**src/rtl/position_sel.sv**
```systemverilog
// ============================================================================
// position_sel
//
// Cursor-driven mark placement for a BOARD_N x BOARD_N board (tic-tac-toe
// style). A row/column cursor is steered by single-cycle move requests. A
// commit places the mark of the player to move (X or O) at the cursor when
// that cell is free. Each commit produces a one-cycle accept or reject pulse
// on the following cycle. On accept, out_en also pulses the one-hot of the
// cell that was written.
//
// Parameters
//   BOARD_N      board side length (2..8)
//   CELLS, IDXW  derived cell count and cursor index width (not overridable)
//
// Ports
//   clk                   sole clock, rising edge
//   rst                   asynchronous, active-high reset
//   enable                gates moves, commits and cursor_oh
//   mv_up/down/left/right single-cycle cursor move requests
//   commit                place the current player's mark at the cursor
//   clear                 synchronous game restart (acts even when disabled)
//   cursor_idx            registered row-major cursor index
//   cursor_oh             one-hot of cursor_idx, zero while enable=0
//   out_en                one-cycle one-hot of the cell just written
//   occ_x, occ_o          registered occupancy per player
//   turn                  player to move (0=X, 1=O)
//   accept, reject        one-cycle commit result pulses
//   full                  every cell occupied
//
// Configuration
//   POSITION_SEL_WRAP_EN  when defined, the cursor wraps at the board edges.
//                         When undefined, a move past an edge is ignored.
// ============================================================================
module position_sel #(
    parameter  int BOARD_N = 3,
    localparam int CELLS   = BOARD_N * BOARD_N,
    localparam int IDXW    = $clog2(CELLS)
) (
    input  logic             clk,
    input  logic             rst,
    input  logic             enable,
    input  logic             mv_up,
    input  logic             mv_down,
    input  logic             mv_left,
    input  logic             mv_right,
    input  logic             commit,
    input  logic             clear,
    output logic [IDXW-1:0]  cursor_idx,
    output logic [CELLS-1:0] cursor_oh,
    output logic [CELLS-1:0] out_en,
    output logic [CELLS-1:0] occ_x,
    output logic [CELLS-1:0] occ_o,
    output logic             turn,
    output logic             accept,
    output logic             reject,
    output logic             full
);

    localparam int            RW   = $clog2(BOARD_N);
    localparam logic [RW-1:0] LAST = RW'(BOARD_N - 1);

    logic [RW-1:0]    row_q, row_d;
    logic [RW-1:0]    col_q, col_d;
    logic [IDXW-1:0]  idx_q, idx_d;
    logic [CELLS-1:0] occ_x_q, occ_x_d;
    logic [CELLS-1:0] occ_o_q, occ_o_d;
    logic             turn_q, turn_d;
    logic             accept_q, accept_d;
    logic             reject_q, reject_d;
    logic [CELLS-1:0] out_en_q, out_en_d;

    logic [CELLS-1:0] cell_oh;
    logic [CELLS-1:0] occ_all;
    logic             single_move;

    assign cell_oh     = CELLS'(1) << idx_q;
    assign occ_all     = occ_x_q | occ_o_q;
    assign full        = &occ_all;
    // Conflicting or combined move requests are ignored as a whole.
    assign single_move = $onehot({mv_up, mv_down, mv_left, mv_right});

    // The commit is judged against the pre-move cursor (idx_q). Any move in
    // the same cycle then updates row/col. Occupancy is registered, so a
    // commit on the next cycle already sees this cycle's mark.
    always_comb begin
        row_d    = row_q;
        col_d    = col_q;
        occ_x_d  = occ_x_q;
        occ_o_d  = occ_o_q;
        turn_d   = turn_q;
        accept_d = 1'b0;
        reject_d = 1'b0;
        out_en_d = '0;

        if (clear) begin
            row_d   = '0;
            col_d   = '0;
            occ_x_d = '0;
            occ_o_d = '0;
            turn_d  = 1'b0;
        end else if (enable) begin
            if (commit) begin
                if (((occ_all & cell_oh) == '0) && !full) begin
                    if (turn_q) occ_o_d = occ_o_q | cell_oh;
                    else        occ_x_d = occ_x_q | cell_oh;
                    turn_d   = ~turn_q;
                    accept_d = 1'b1;
                    out_en_d = cell_oh;
                end else begin
                    reject_d = 1'b1;
                end
            end

            if (single_move) begin
                if (mv_up) begin
                    if (row_q != '0) row_d = row_q - RW'(1);
`ifdef POSITION_SEL_WRAP_EN
                    else             row_d = LAST;
`endif
                end
                if (mv_down) begin
                    if (row_q != LAST) row_d = row_q + RW'(1);
`ifdef POSITION_SEL_WRAP_EN
                    else               row_d = '0;
`endif
                end
                if (mv_left) begin
                    if (col_q != '0) col_d = col_q - RW'(1);
`ifdef POSITION_SEL_WRAP_EN
                    else             col_d = LAST;
`endif
                end
                if (mv_right) begin
                    if (col_q != LAST) col_d = col_q + RW'(1);
`ifdef POSITION_SEL_WRAP_EN
                    else               col_d = '0;
`endif
                end
            end
        end

        // Row and column never exceed BOARD_N-1, so the index stays below CELLS.
        idx_d = IDXW'(row_d) * IDXW'(BOARD_N) + IDXW'(col_d);
    end

    // State register. Reset also clears the result pulses, so a commit that
    // was in flight when reset arrived leaves no trace.
    always_ff @(posedge clk or posedge rst) begin
        if (rst) begin
            row_q    <= '0;
            col_q    <= '0;
            idx_q    <= '0;
            occ_x_q  <= '0;
            occ_o_q  <= '0;
            turn_q   <= 1'b0;
            accept_q <= 1'b0;
            reject_q <= 1'b0;
            out_en_q <= '0;
        end else begin
            row_q    <= row_d;
            col_q    <= col_d;
            idx_q    <= idx_d;
            occ_x_q  <= occ_x_d;
            occ_o_q  <= occ_o_d;
            turn_q   <= turn_d;
            accept_q <= accept_d;
            reject_q <= reject_d;
            out_en_q <= out_en_d;
        end
    end

    assign cursor_idx = idx_q;
    assign cursor_oh  = enable ? cell_oh : '0;
    assign out_en     = out_en_q;
    assign occ_x      = occ_x_q;
    assign occ_o      = occ_o_q;
    assign turn       = turn_q;
    assign accept     = accept_q;
    assign reject     = reject_q;

endmodule

```
**config.mk**
```make
export PLATFORM = sky130hd
export DESIGN_NAME = position_sel
export DESIGN_NICKNAME = d
export VERILOG_FILES = /design/src/rtl/position_sel.sv
export SDC_FILE = /design/constraint.sdc
export NUM_CORES = 1
export LEC_CHECK = 0
export CAP_MARGIN = 40
export CORE_ASPECT_RATIO = 0.9
export CORE_UTILIZATION = 27
export DETAILED_ROUTE_END_ITERATION = 7
export SLEW_MARGIN = 40
export SYNTH_ARGS = -nofsm -noshare
export SYNTH_HDL_FRONTEND = slang
export SYNTH_SLANG_ARGS = --single-unit
```
**constraint.sdc**
```tcl
create_clock -name clk -period 4.7 [get_ports clk]
set_input_delay 0.47 -clock clk [delete_from_list [all_inputs] [get_ports clk]]
set_output_delay 0.47 -clock clk [all_outputs]
set_load 0.1 [all_outputs]
```
==> flow_metrics.env <==
export IMPL_cp_start_kind="input port"
export IMPL_max_slew_margin_pct=67.1
export IMPL_leakage_nw=1.12
export IMPL_grt_max_degree=39
export IMPL_cts_tree="built"
export IMPL_tns_ns=0
export IMPL_max_stage_delay_ns=0.53
export IMPL_post_synth_top_count_cell="dfrtp_1"
export IMPL_cts_resized_gates=0
export IMPL_synthTopCellsByArea="dfrtp_1, o22ai_1, nor2_1"
export IMPL_routed_wl_um=4640
export IMPL_cpMaxStageDelayCell="fa_1"
export IMPL_antenna_found_initial=0
export IMPL_die_y_um=79.6
export IMPL_min_period_ns=4.08
export IMPL_grt_usage_pct=14.1
export IMPL_p_per_area_nw_per_um2=304
export IMPL_synth_seq_area_share_pct=52.7
export IMPL_whs_ns=0.553
export IMPL_avgSynthCellArea_um2=10.1
export IMPL_dp_hpwl_um=3280
export IMPL_end_kind="flip-flop"
export IMPL_place_gp_congestion=0.791
export IMPL_synth_top_area_share_pct=52.7
export IMPL_htree_levels=2
export IMPL_drive_above_1_share_pct=26.5
export IMPL_clock_sinks=38
export IMPL_first_iter_violations=100
export IMPL_ir_drop_mv=0.105
export IMPL_cap_violations=0
export IMPL_finalHoldViolations=0
export IMPL_synth_top_cells_by_count="dfrtp_1, nor2_1, inv_1"
export IMPL_drtAntennaViolNets=0
export IMPL_ys_types=38
export IMPL_cp_max_fo=8
export IMPL_final_nets=251
export IMPL_fmax_mhz=245
export IMPL_cp_data_arrival_time_ns=4.24
export IMPL_skew_ns=0.00434
export IMPL_io_buffers=52
export IMPL_synthToLayoutAreaGrowth_pct=26.7
export IMPL_drv_slew=0
export IMPL_vias=1535
export IMPL_hold_buffers=0
export IMPL_grt_pass1_wl_um=7420
export IMPL_mappedNetlistArea_um2=1800
export IMPL_finalCritPeriodShare_pct=86.8
export IMPL_core_um2=6280
export IMPL_synthFlopType="dfrtp_1"
export IMPL_ys_warn_count=0
export IMPL_dp_cells=315
export IMPL_drc=0
export IMPL_dr_pass1_iters=4
export IMPL_synth_top_area_cell="dfrtp_1"
export IMPL_ys_seq_elements=38
export IMPL_setup_violations=0
export IMPL_cts_made_buffers=5
export IMPL_post_route_cell_area_um2=2290
export IMPL_final_util_pct=36.4
export IMPL_fin_cells=321
export IMPL_synthArstFlopShare_pct=100
export IMPL_die_w_um=88.2
export IMPL_insertedDiodeCount=0
export IMPL_vias_per_cell=4.78
export IMPL_start_util_pct=28.7
export IMPL_crit_type="input port to flip-flop"
export IMPL_grt_pass1_vias=1440
export IMPL_status="finished clean"
export IMPL_ctsRootBufferMaster="clkbuf_8"
export IMPL_cts_clk_slew_worst_paths_ns=0.07
export IMPL_clock_latency_ns=0.29
export IMPL_rows=27
export IMPL_hold_class="flip-flop to flip-flop"
export IMPL_cts_buffer_depth=2
export IMPL_critical_path_cell_chain="clkdlybuf4s50_1 -> inv_1 -> fa_1 -> inv_1 -> ha_1 -> ha_1 -> nor2_1 -> nand3_1 -> or3_1 -> a21oi_1 -> fa_1 -> ha_1 -> fa_1"
export IMPL_syn_inst=178
export IMPL_wire_per_inst_um=14.5
export IMPL_required_ns=4.86
export IMPL_cts_setup_buffers=0
export IMPL_worst_slew_pin_slew_ns=0.494
export IMPL_grt_overflow_total=0
export IMPL_synthesis_nets=194
export IMPL_rsz0062_at_grt="no"
export IMPL_synth_edff_count=0
export IMPL_die_area_um2=7010
export IMPL_pin_count=53
export IMPL_dpl_instance_area_um2=2200
-- layout make-up --
class                           count  area (um2)
Sequential cell                    38         951
Tap cell                           87         109
Timing Repair Buffer               53         303
Inverter                           27         101
Fill cell                         660        4000
Clock buffer                        6        82.6
Multi-Input combinational cell    110         739
-- registers in the layout, summed over array words and instances (netlist names), 2 cells and up --
name	cells
col_q	2
occ_x	9
row_q	2
out_en	9
occ_o	9
cursor_idx	4
-- layout by cell type (no fill, tap or decap), drive strengths merged, types with 2 or more instances in the layout --
cell type,instances
ha,4
nand4b,3
nor3,3
nor2b,2
or3,2
dfrtp,38
mux2i,2
clkbuf,6
inv,26
a21oi,5
nand4bb,2
or4b,4
nand3,2
fa,3
o21ai,7
nor2,34
clkdlybuf4s50,7
o22ai,23
buf,46
-- routing by layer --
layer  share of wire [%]  track usage, %  routed length (um)  vias up
met1                  47            19.5                2200      748
met2                  45            20.6                2110       42
li1                    -               -                   -      734
met4                 1.7            4.84                  79        0
met5                   0               0                   0        -
met3                 5.4            4.45                 250       11
-- power by group --
group	internal [mW]	total [mW]	switching (mW)
logic	0.0293	0.134	0.104
clock network	0.113	0.220	0.107
registers	0.334	0.343	0.00845
total	0.477	0.696	0.219
-- metrics by stage --
step | setup WS (ns) | total power, mW
2_1_floorplan | 1.14 | 0.451
3_3_place_gp | 0.477 | 0.491
3_5_place_dp | 0.309 | 0.484
4_1_cts | 0.606 | 0.703
5_1_grt | 0.378 | 0.728
6_report | 0.620 | 0.696
-- worst max-delay path, delay by kind of cell --
kind                       cells  cell delay [ns]
adders and majority gates      6             2.11
buffers and inverters          3             0.64
AOI/OAI and AO/OA              1             0.29
and+or+nand+nor                3             0.74
-- cell families (layout without fill, tap and decap cells) --
group / Yosys count / after routing / share of synthesized area [%]
mux: 2 / 2 / 1.11
flops: 38 / 38 / 52.7
simple gates: 63 / 63 / 20.5
fa+ha+maj: 7 / 7 / 6.10
buf+inv: 30 / 86 / 6.31
compound gates: 38 / 38 / 13.3
-- path summary, 6_finish.rpt --
check	depth (start not counted)	to	slack [ns]	start
setup / recovery	13	cursor_idx[2]	0.62	mv_up
hold / removal	2	occ_x[7]	0.55	occ_x[7]
setup reg to reg	6	cursor_idx[2]	2.28	row_q[1]
hold reg to reg	2	occ_x[7]	0.55	occ_x[7]
max in group asynchronous	3	occ_x[4]	3.76	rst
min in group asynchronous	3	out_en[1]	0.60	rst
No activity file was read; power rests on OpenSTA's default activity.
